===== config.mk =====
export PLATFORM = sky130hd
export DESIGN_NAME = hv_timing_gen_flat
export DESIGN_NICKNAME = d
export VERILOG_FILES = /design/src/rtl/hv_timing_gen_if.sv /design/src/rtl/hv_timing_gen.sv /design/src/flat_wrapper.sv
export SDC_FILE = /design/constraint.sdc
export NUM_CORES = 1
export LEC_CHECK = 0
export BUFFER_PORTS_ARGS = -buffer_cell sky130_fd_sc_hd__buf_2
export CELL_PAD_IN_SITES_DETAIL_PLACEMENT = 2
export CELL_PAD_IN_SITES_GLOBAL_PLACEMENT = 2
export CORE_UTILIZATION = 30
export CTS_BUF_LIST = sky130_fd_sc_hd__clkbuf_8
export DETAILED_ROUTE_END_ITERATION = 8
export PLACE_DENSITY_LB_ADDON = 0.08
export SYNTH_ARGS = -nofsm -noshare
export SYNTH_HDL_FRONTEND = slang
export SYNTH_SLANG_ARGS = --single-unit

===== constraint.sdc =====
create_clock -name clk -period 2.8 [get_ports clk]
set_input_delay 0.56 -clock clk [delete_from_list [all_inputs] [get_ports clk]]
set_output_delay 0.56 -clock clk [all_outputs]
set_load 0.05 [all_outputs]

===== src/rtl/hv_timing_gen_if.sv =====
// Video timing bundle between the timing generator and the game core /
// video back end. clk and reset_n stay outside as plain ports.
interface hv_timing_gen_if #(
  parameter int HW = 9,
  parameter int VW = 9,
  parameter int CW = 12
);
  logic               ce_pix;
  logic signed [3:0]  h_adj;
  logic signed [3:0]  v_adj;
  logic [CW-1:0]      rgb_in;
  logic [HW-1:0]      hpos;
  logic [VW-1:0]      vpos;
  logic               line_start;
  logic               frame_start;
  logic [CW-1:0]      rgb_out;
  logic               hblank;
  logic               vblank;
  logic               hs_n;
  logic               vs_n;

  // Timing generator side.
  modport master (
    input  ce_pix, h_adj, v_adj, rgb_in,
    output hpos, vpos, line_start, frame_start,
    output rgb_out, hblank, vblank, hs_n, vs_n
  );

  // Core / consumer side.
  modport slave (
    output ce_pix, h_adj, v_adj, rgb_in,
    input  hpos, vpos, line_start, frame_start,
    input  rgb_out, hblank, vblank, hs_n, vs_n
  );
endinterface


===== src/rtl/hv_timing_gen.sv =====
// Parametrised H/V video timing generator: binary pixel/line counters,
// per-frame latched sync trim, and a one-pixel-delayed blanked RGB stage.
module hv_timing_gen #(
  parameter int HW       = 9,
  parameter int VW       = 9,
  parameter int H_ACTIVE = 288,
  parameter int H_FP     = 23,
  parameter int H_SYNC   = 31,
  parameter int H_BP     = 42,
  parameter int V_ACTIVE = 224,
  parameter int V_FP     = 3,
  parameter int V_SYNC   = 7,
  parameter int V_BP     = 29,
  parameter int CW       = 12
) (
  input  logic            clk,
  input  logic            reset_n,
  hv_timing_gen_if.master vid
);

  localparam int H_TOTAL = H_ACTIVE + H_FP + H_SYNC + H_BP;
  localparam int V_TOTAL = V_ACTIVE + V_FP + V_SYNC + V_BP;
  localparam int SW      = ((HW > VW) ? HW : VW) + 2;

  localparam logic [HW-1:0] H_LAST = HW'(H_TOTAL - 1);
  localparam logic [VW-1:0] V_LAST = VW'(V_TOTAL - 1);

  localparam logic signed [SW-1:0] FP_MIN   = SW'(1);
  localparam logic signed [SW-1:0] H_FP_S   = SW'(H_FP);
  localparam logic signed [SW-1:0] H_FP_MAX = SW'(H_FP + H_BP - 1);
  localparam logic signed [SW-1:0] V_FP_S   = SW'(V_FP);
  localparam logic signed [SW-1:0] V_FP_MAX = SW'(V_FP + V_BP - 1);

  logic [HW-1:0]       hpos;
  logic [VW-1:0]       vpos;
  logic                h_wrap;
  logic                v_wrap;
  logic signed [3:0]   h_sh;
  logic signed [3:0]   v_sh;

  logic signed [SW-1:0] hfp_raw, hfp;
  logic signed [SW-1:0] vfp_raw, vfp;
  logic [SW-1:0]        hpos_x, vpos_x;
  logic [SW-1:0]        hs_start, hs_end;
  logic [SW-1:0]        vs_start, vs_end;
  logic                 hb, vb, hsy, vsy;

  logic [CW-1:0]        rgb_q;
  logic                 hblank_q, vblank_q, hs_n_q, vs_n_q;
  logic                 line_start_q, frame_start_q;

  assign h_wrap = (hpos == H_LAST);
  assign v_wrap = (vpos == V_LAST);

  // Pixel and line counters, advancing only on the pixel enable.
  always_ff @(posedge clk or negedge reset_n) begin
    if (!reset_n) begin
      hpos <= '0;
      vpos <= '0;
    end else if (vid.ce_pix) begin
      hpos <= h_wrap ? '0 : hpos + HW'(1);
      if (h_wrap)
        vpos <= v_wrap ? '0 : vpos + VW'(1);
    end
  end

  // Sync trim shadows, captured only on the 0/0 wrap so a frame never changes shape mid-way.
  always_ff @(posedge clk or negedge reset_n) begin
    if (!reset_n) begin
      h_sh <= '0;
      v_sh <= '0;
    end else if (vid.ce_pix && h_wrap && v_wrap) begin
      h_sh <= vid.h_adj;
      v_sh <= vid.v_adj;
    end
  end

  // Effective front porch: nominal plus trim, clamped so both porches stay at least one unit.
  always_comb begin
    hfp_raw = H_FP_S + SW'({{(SW-4){h_sh[3]}}, h_sh});
    vfp_raw = V_FP_S + SW'({{(SW-4){v_sh[3]}}, v_sh});

    if (hfp_raw < FP_MIN)        hfp = FP_MIN;
    else if (hfp_raw > H_FP_MAX) hfp = H_FP_MAX;
    else                         hfp = hfp_raw;

    if (vfp_raw < FP_MIN)        vfp = FP_MIN;
    else if (vfp_raw > V_FP_MAX) vfp = V_FP_MAX;
    else                         vfp = vfp_raw;
  end

  // Blank and sync decode from the live counters.
  always_comb begin
    hpos_x   = SW'(hpos);
    vpos_x   = SW'(vpos);
    hs_start = SW'(H_ACTIVE) + $unsigned(hfp);
    hs_end   = hs_start + SW'(H_SYNC);
    vs_start = SW'(V_ACTIVE) + $unsigned(vfp);
    vs_end   = vs_start + SW'(V_SYNC);
    hb       = (hpos_x >= SW'(H_ACTIVE));
    vb       = (vpos_x >= SW'(V_ACTIVE));
    hsy      = (hpos_x >= hs_start) && (hpos_x < hs_end);
    vsy      = (vpos_x >= vs_start) && (vpos_x < vs_end);
  end

  // Output stage: blanked pixel and flags, one pixel behind the counters.
  always_ff @(posedge clk or negedge reset_n) begin
    if (!reset_n) begin
      rgb_q    <= '0;
      hblank_q <= 1'b1;
      vblank_q <= 1'b1;
      hs_n_q   <= 1'b1;
      vs_n_q   <= 1'b1;
    end else if (vid.ce_pix) begin
      rgb_q    <= (hb || vb) ? '0 : vid.rgb_in;
      hblank_q <= hb;
      vblank_q <= vb;
      hs_n_q   <= ~hsy;
      vs_n_q   <= ~vsy;
    end
  end

  // Line/frame start strobes: one clk wide regardless of how long ce_pix stays high.
  always_ff @(posedge clk or negedge reset_n) begin
    if (!reset_n) begin
      line_start_q  <= 1'b0;
      frame_start_q <= 1'b0;
    end else begin
      line_start_q  <= vid.ce_pix && h_wrap;
      frame_start_q <= vid.ce_pix && h_wrap && v_wrap;
    end
  end

  assign vid.hpos        = hpos;
  assign vid.vpos        = vpos;
  assign vid.line_start  = line_start_q;
  assign vid.frame_start = frame_start_q;
  assign vid.rgb_out     = rgb_q;
  assign vid.hblank      = hblank_q;
  assign vid.vblank      = vblank_q;
  assign vid.hs_n        = hs_n_q;
  assign vid.vs_n        = vs_n_q;

endmodule


===== src/flat_wrapper.sv =====
// flat-port wrapper written by rule: the top's interface ports become plain ports
module hv_timing_gen_flat 
#(
  parameter int HW       = 9,
  parameter int VW       = 9,
  parameter int H_ACTIVE = 288,
  parameter int H_FP     = 23,
  parameter int H_SYNC   = 31,
  parameter int H_BP     = 42,
  parameter int V_ACTIVE = 224,
  parameter int V_FP     = 3,
  parameter int V_SYNC   = 7,
  parameter int V_BP     = 29,
  parameter int CW       = 12
)
  (clk, reset_n, vid_ce_pix, vid_h_adj, vid_v_adj, vid_rgb_in, vid_hpos, vid_vpos, vid_line_start, vid_frame_start, vid_rgb_out, vid_hblank, vid_vblank, vid_hs_n, vid_vs_n);
  hv_timing_gen_if #(.HW(HW), .VW(VW), .CW(CW)) vid_i ();
  input  logic clk;
  input  logic reset_n;
  input wire logic [$bits(vid_i.ce_pix)-1:0] vid_ce_pix;
  input wire logic [$bits(vid_i.h_adj)-1:0] vid_h_adj;
  input wire logic [$bits(vid_i.v_adj)-1:0] vid_v_adj;
  input wire logic [$bits(vid_i.rgb_in)-1:0] vid_rgb_in;
  output wire logic [$bits(vid_i.hpos)-1:0] vid_hpos;
  output wire logic [$bits(vid_i.vpos)-1:0] vid_vpos;
  output wire logic [$bits(vid_i.line_start)-1:0] vid_line_start;
  output wire logic [$bits(vid_i.frame_start)-1:0] vid_frame_start;
  output wire logic [$bits(vid_i.rgb_out)-1:0] vid_rgb_out;
  output wire logic [$bits(vid_i.hblank)-1:0] vid_hblank;
  output wire logic [$bits(vid_i.vblank)-1:0] vid_vblank;
  output wire logic [$bits(vid_i.hs_n)-1:0] vid_hs_n;
  output wire logic [$bits(vid_i.vs_n)-1:0] vid_vs_n;
  assign vid_i.ce_pix = vid_ce_pix;
  assign vid_i.h_adj = vid_h_adj;
  assign vid_i.v_adj = vid_v_adj;
  assign vid_i.rgb_in = vid_rgb_in;
  assign vid_hpos = vid_i.hpos;
  assign vid_vpos = vid_i.vpos;
  assign vid_line_start = vid_i.line_start;
  assign vid_frame_start = vid_i.frame_start;
  assign vid_rgb_out = vid_i.rgb_out;
  assign vid_hblank = vid_i.hblank;
  assign vid_vblank = vid_i.vblank;
  assign vid_hs_n = vid_i.hs_n;
  assign vid_vs_n = vid_i.vs_n;
  hv_timing_gen #(.HW(HW), .VW(VW), .H_ACTIVE(H_ACTIVE), .H_FP(H_FP), .H_SYNC(H_SYNC), .H_BP(H_BP), .V_ACTIVE(V_ACTIVE), .V_FP(V_FP), .V_SYNC(V_SYNC), .V_BP(V_BP), .CW(CW)) u_core (.clk(clk), .reset_n(reset_n), .vid(vid_i));
endmodule

==> reports/results.ini, run 1 <==
[timing]
final_hold_viol_count=0
maxSlewViolCount=0
finClkSkew_ns=0.0150
clock.fmax_mhz=346
setup_viol=1
timing.final.crit_share_pct=103
grt_setup_unrepaired=yes
period_needed_ns=2.89
max_slew_margin_pct=64.2
postLayoutSetupSlackWorst_ns=-0.0907
worst_pin_slew_ns=0.536
hold_slack_ns=0.156

[die]
core_sq_um=8850
start_util_pct=31.4
dieArea_sq_um=9650
die_w_um=98.2
num_rows=34
pin_count=59
die_h_um=98.2

[critical_path]
path_max_fanout=4
cpPeakStageDelay_ns=0.40
cp.arrival_ns=3.10
r2r-end=u_core.vid.vs_n
reg2reg_slack_ns=-0.09
r2r-start=u_core.v_sh[1]
cp-start-kind=flop
cp.buffers_inverters=2
crit_type=reg2reg
path_delay_family=simple AND/OR/NAND/NOR gates
worstPathCellList=inv_2 -> ha_4 -> inv_2 -> nor3_2 -> a21oi_1 -> nor2_1 -> ha_1 -> or3_4 -> or3b_4 -> xnor2_2 -> ha_2 -> o21ai_1 -> nor2_1 -> o31ai_1 -> o211ai_1
crit_required_ns=3.01
rr_worst_depth=15
crit_path_end_kind=flop
worst_path_max_delay_cell=dfrtp_1
cp.depth=15

[yosys]
ys_async_sr_fraction_pct=100
synth-seq-cells=44
yosys_most_used_dff=dfrtp_1
synth_area_sq_um=2780
ys_types=52
ys_top_cells_by_area=dfrtp_1 36%, ha_1 16%, xnor2_1 4.4%, dfstp_2 3.8%, a22o_1 3.8%
ys_warn_count=0
synth_edf_count=0
synth_top_area_share_pct=36.0
post-synth-top-area-cell=dfrtp_1
ys_seq_area_share_pct=39.8
synth_area_per_cell_sq_um=10.6
synth_cells=263
syn_nets=322

[place]
hpwl_um=5980
place_congestion=0.736
io_buffers=58
placed_area_sq_um=3340

[power_and_ir_drop]
irDropWorstVdd_mv=0.258
power.density_nw_per_um2=479
power.total_mw=1.67
p_leak_nw=1.76

[grt]
use_met2_pct=30.0
first_global_vias=2511
busiest_layer=met2
grt_usage_pct=17.0
grt_overflow=0
grtUsageMet1_pct=22.2
antenna_found_initial=0
grtUsageMet3_pct=2.72
grt_max_degree=29
grt_pass1_wl_um=13100

[route]
totalWireLength_um=7730
vias=2316
drt-initial-drc-count=31
postRouteAntennaNets=0
drc_errors=3
first_pass_iters=8
routedWlPerCell_um=17.0
viasPerCell=5.08

[cells_and_area]
drive_gt1_share_pct=35.6
antenna_cells=0
fill_cells=980
finish.utilization_pct=39.5
syn2layout_area_growth_pct=25.8
layout.cells.most_common=buf_2
finalNetCount=406
final_cell_mix=58 x buf_2, 40 x dfrtp_1, 34 x ha_1, 25 x buf_4, 16 x nor2_1
fin_area_sq_um=3490

[clock_network]
path_clk_slew_ns=0.10
worstSkewPairLatency_ns=0.30
cts_root_buf=clkbuf_8
cts.sinks=44
clock_path_buffers=2
htreeDepth=2
cts_tree=yes
cts_inserted_buffers=5

[run_status]
status=complete, but fails checks
violations=design-rule violations, negative setup slack

[job]
drv_cap=0

[min_path]
hold_path.class=in2async

## flip-flops by register name, indices dropped and copies added, names as in the netlist
register / count
u_core.vid.rgb_out: 12
u_core.vid.hpos: 9
u_core.vid.vpos: 9
u_core.h_sh: 4
u_core.v_sh: 4
u_core.vid.frame_start: 1
u_core.vid.hblank: 1
u_core.vid.hs_n: 1
u_core.vid.line_start: 1
u_core.vid.vblank: 1
u_core.vid.vs_n: 1
## logic make-up after synthesis
logic type	Yosys count	share of synthesized area (%)
and+or+nand+nor	78	16.3
AOI/OAI and AO/OA	54	13.4
DFF	44	39.8
adders and majority gates	37	16.6
buffers and inverters	20	3.20
xor gates and xnor gates	19	5.99
muxes	9	4.46
other	2	0.270
## stage by stage
stage	setup TNS [ns]	setup slack (ns)	std cells
after floorplan	-0.0473	-0.0473	263
after global placement	-0.0666	-0.0666	443
after detailed placement	-0.211	-0.211	443
after CTS	-0.130	-0.130	454
after global routing	-0.234	-0.234	456
final	-0.0907	-0.0907	456
## synthesized netlist by cell type, types with 2 or more instances
| library cell | number |
|---|---|
| dfrtp_1 | 40 |
| or2_2 | 3 |
| nand2_1 | 13 |
| nor3_1 | 3 |
| a211oi_1 | 2 |
| or3_1 | 3 |
| a21o_1 | 2 |
| nand4_1 | 7 |
| o21ai_0 | 12 |
| xor2_1 | 5 |
| a211o_1 | 3 |
| a31oi_1 | 2 |
| mux2_2 | 3 |
| a22o_1 | 12 |
| inv_1 | 13 |
| nand2b_1 | 3 |
| dfstp_2 | 4 |
| clkbuf_1 | 3 |
| nor2_1 | 16 |
| nor2b_1 | 4 |
| ha_1 | 36 |
| xnor2_1 | 14 |
| nor3b_1 | 2 |
| nand3_1 | 8 |
| nor4_1 | 5 |
| o211ai_1 | 3 |
| buf_2 | 2 |
| mux2_4 | 6 |
| a21oi_1 | 10 |
| conb_1 | 2 |
## routing by layer
layer | up-vias | part of all wire (%)
li1 | 1118 | -
met1 | 1146 | 47
met2 | 47 | 49
met3 | 5 | 3.2
met4 | 0 | 0.44
met5 | - | 0
## what timing repair did
item | in CTS | in global routing
endpoints found under the hold margin | 0 | 0
hold buffers | 0 | 0
buffers inserted | 3 | 2
pin swaps | 8 | 3
setup endpoints to repair | 1 | 1
gates resized for setup | 9 | 0
## how the worst max path moves through the flow
| stage | start | endpoint |
|---|---|---|
| global route | u_core.v_sh[0] | u_core.vid.vs_n |
| global placement | u_core.v_sh[1] | u_core.vid.vs_n |
| floorplan | u_core.v_sh[0] | u_core.vid.vs_n |
| finish | u_core.v_sh[1] | u_core.vid.vs_n |
| detailed placement | u_core.v_sh[0] | u_core.vid.vs_n |
| CTS | u_core.v_sh[1] | u_core.vid.vs_n |
## report_power, final
| part | switching (mW) | internal, mW | total, mW |
|---|---|---|---|
| Combinational | 0.319 | 0.137 | 0.456 |
| Sequential | 0.104 | 0.687 | 0.791 |
| Clock | 0.247 | 0.178 | 0.424 |
## area by class of cell
| cell class | count | area [sq um] | share of cell area, % |
|---|---|---|---|
| clock inverter | 3 | 21.3 | 0.609 |
| tap | 108 | 135 | 3.87 |
| clock buffer | 5 | 68.8 | 1.97 |
| sequential | 44 | 1110 | 31.7 |
| inverter | 14 | 52.6 | 1.50 |
| multi-input combinational | 199 | 1630 | 46.7 |
| timing repair buffer | 83 | 478 | 13.7 |
Power figures use the tool's default switching activity.
==> run 2: changes to the inputs <==
--- a/config.mk
+++ b/config.mk
@@ -11,6 +11,7 @@
 export CORE_UTILIZATION = 30
 export CTS_BUF_LIST = sky130_fd_sc_hd__clkbuf_8
 export DETAILED_ROUTE_END_ITERATION = 8
+export MAX_ROUTING_LAYER = met4
 export PLACE_DENSITY_LB_ADDON = 0.08
 export SYNTH_ARGS = -nofsm -noshare
 export SYNTH_HDL_FRONTEND = slang
==> reports/results.ini, run 2 (synthesized netlist as in run 1, its figures left out) <==
[route]
vias=2322
viasPerCell=5.09
first_pass_iters=8
totalWireLength_um=7730
routedWlPerCell_um=17.0
drc_errors=3
postRouteAntennaNets=0
drt-initial-drc-count=46

[power_and_ir_drop]
irDropWorstVdd_mv=0.258
p_leak_nw=1.76
power.density_nw_per_um2=478

[clock_network]
worstSkewPairLatency_ns=0.30
cts_root_buf=clkbuf_8
cts_hold_buf=0
cts_inserted_buffers=5
cts_tree=yes
htreeDepth=2
cts.sinks=44
path_clk_slew_ns=0.10
clock_path_buffers=2

[place]
io_buffers=58
place_congestion=0.745
pre_cts_ws_ns=-0.211
placed_area_sq_um=3340
hpwl_um=5980

[timing]
clock.fmax_mhz=346
period_needed_ns=2.89
setup_viol=1
final_hold_viol_count=0
maxSlewViolCount=0
timing.final.crit_share_pct=103
setup_tns_ns=-0.0915
postLayoutSetupSlackWorst_ns=-0.0915
max_slew_margin_pct=64.0
finClkSkew_ns=0.0147
grt_setup_unrepaired=yes
worst_pin_slew_ns=0.539

[critical_path]
worstPathCellList=inv_2 -> ha_4 -> inv_2 -> nor3_2 -> a21oi_1 -> nor2_1 -> ha_1 -> or3_4 -> or3b_4 -> xnor2_2 -> ha_2 -> o21ai_1 -> nor2_1 -> o31ai_1 -> o211ai_1
crit_type=reg2reg
cp-start-kind=flop
cp.arrival_ns=3.10
worst_path_max_delay_cell=dfrtp_1
reg2reg_slack_ns=-0.09
crit_path_end_kind=flop
crit_required_ns=3.01
path_max_fanout=4
cpPeakStageDelay_ns=0.40

[grt]
grt_max_degree=29
grt_pass1_wl_um=13100
first_global_vias=2516
grt_overflow=0
antenna_found_initial=0
grt_usage_pct=17.6

[die]
num_rows=34
start_util_pct=31.4
die_h_um=98.2
pin_count=59
core_sq_um=8850
die_w_um=98.2
dieArea_sq_um=9650

[run_status]
status=complete, but fails checks
violations=design-rule violations, negative setup slack

[cells_and_area]
largest_reg_flops=12
finalNetCount=406
drive_gt1_share_pct=35.6
final_cell_mix=58 x buf_2, 40 x dfrtp_1, 34 x ha_1, 25 x buf_4, 16 x nor2_1
antenna_cells=0
fin_area_sq_um=3490
layout.cells.most_common=buf_2
syn2layout_area_growth_pct=25.8

[min_path]
hold_path.class=in2async

[job]
drv_cap=0

==> run 2: worst max-delay path, delay by kind of cell (launching register included) <==
| kind | cells | cell delay [ns] |
|---|---|---|
| flip-flops | 1 | 0.40 |
| adder cells (fa/ha/maj) | 3 | 0.71 |
| XOR/XNOR | 1 | 0.12 |
| AND/OR/NAND/NOR | 5 | 0.92 |
| AO/OA/AOI/OAI | 4 | 0.53 |
| buffers and inverters | 2 | 0.12 |
==> run 2: per-stage QoR <==
stage	total power, mW	hold WS, ns	util, %	cells
floorplan	1.11	0.264	-	263
detailed placement	1.27	0.494	37.7	443
finish	1.67	0.157	39.5	456
global placement	1.26	0.488	37.7	443
global route	1.77	0.173	39.5	456
CTS	1.70	0.165	39.3	454
==> run 2: layer usage <==
layer	GRT usage, %	share of wire, %	vias to the layer above
li1	-	-	1118
met1	22.2	47	1156
met2	30.1	49	43
met3	2.72	3.2	5
met4	3.10	0.40	0
met5	-	0	-
==> run 2: where the power goes <==
part	internal, mW	switching (mW)	total, mW	leakage (nW)
registers	0.687	0.104	0.791	0.559
clock network	0.178	0.246	0.424	0.0445
logic	0.137	0.319	0.456	1.16
==> run 2: layout make-up <==
class	instances	area, sq um
flip-flops and latches	44	1110
well taps	108	135
repair buffers	83	478
inverters	14	52.6
clock inverters	3	21.3
fillers	980	5360
multi-input cells	199	1630
clock buffers	5	68.8
==> run 2: path summary, 6_finish.rpt <==
check | from | to | cells past startpoint
max | u_core.v_sh[1] | u_core.vid.vs_n | 15
min | reset_n | u_core.vid.rgb_out[6] | 1
max reg2reg | u_core.v_sh[1] | u_core.vid.vs_n | 15
min reg2reg | u_core.vid.rgb_out[9] | u_core.vid.rgb_out[9] | 1
max in group asynchronous | reset_n | u_core.vid.hblank | 2
min in group clk | vid_rgb_in[6] | u_core.vid.rgb_out[6] | 2
==> run 2: repair_timing <==
item	4_1_cts	5_1_grt
pin swaps	8	3
buffers inserted	3	2
gates cloned	0	0
endpoints found under the setup margin	1	1
endpoints found under the hold margin	0	0
gates resized for setup	9	0
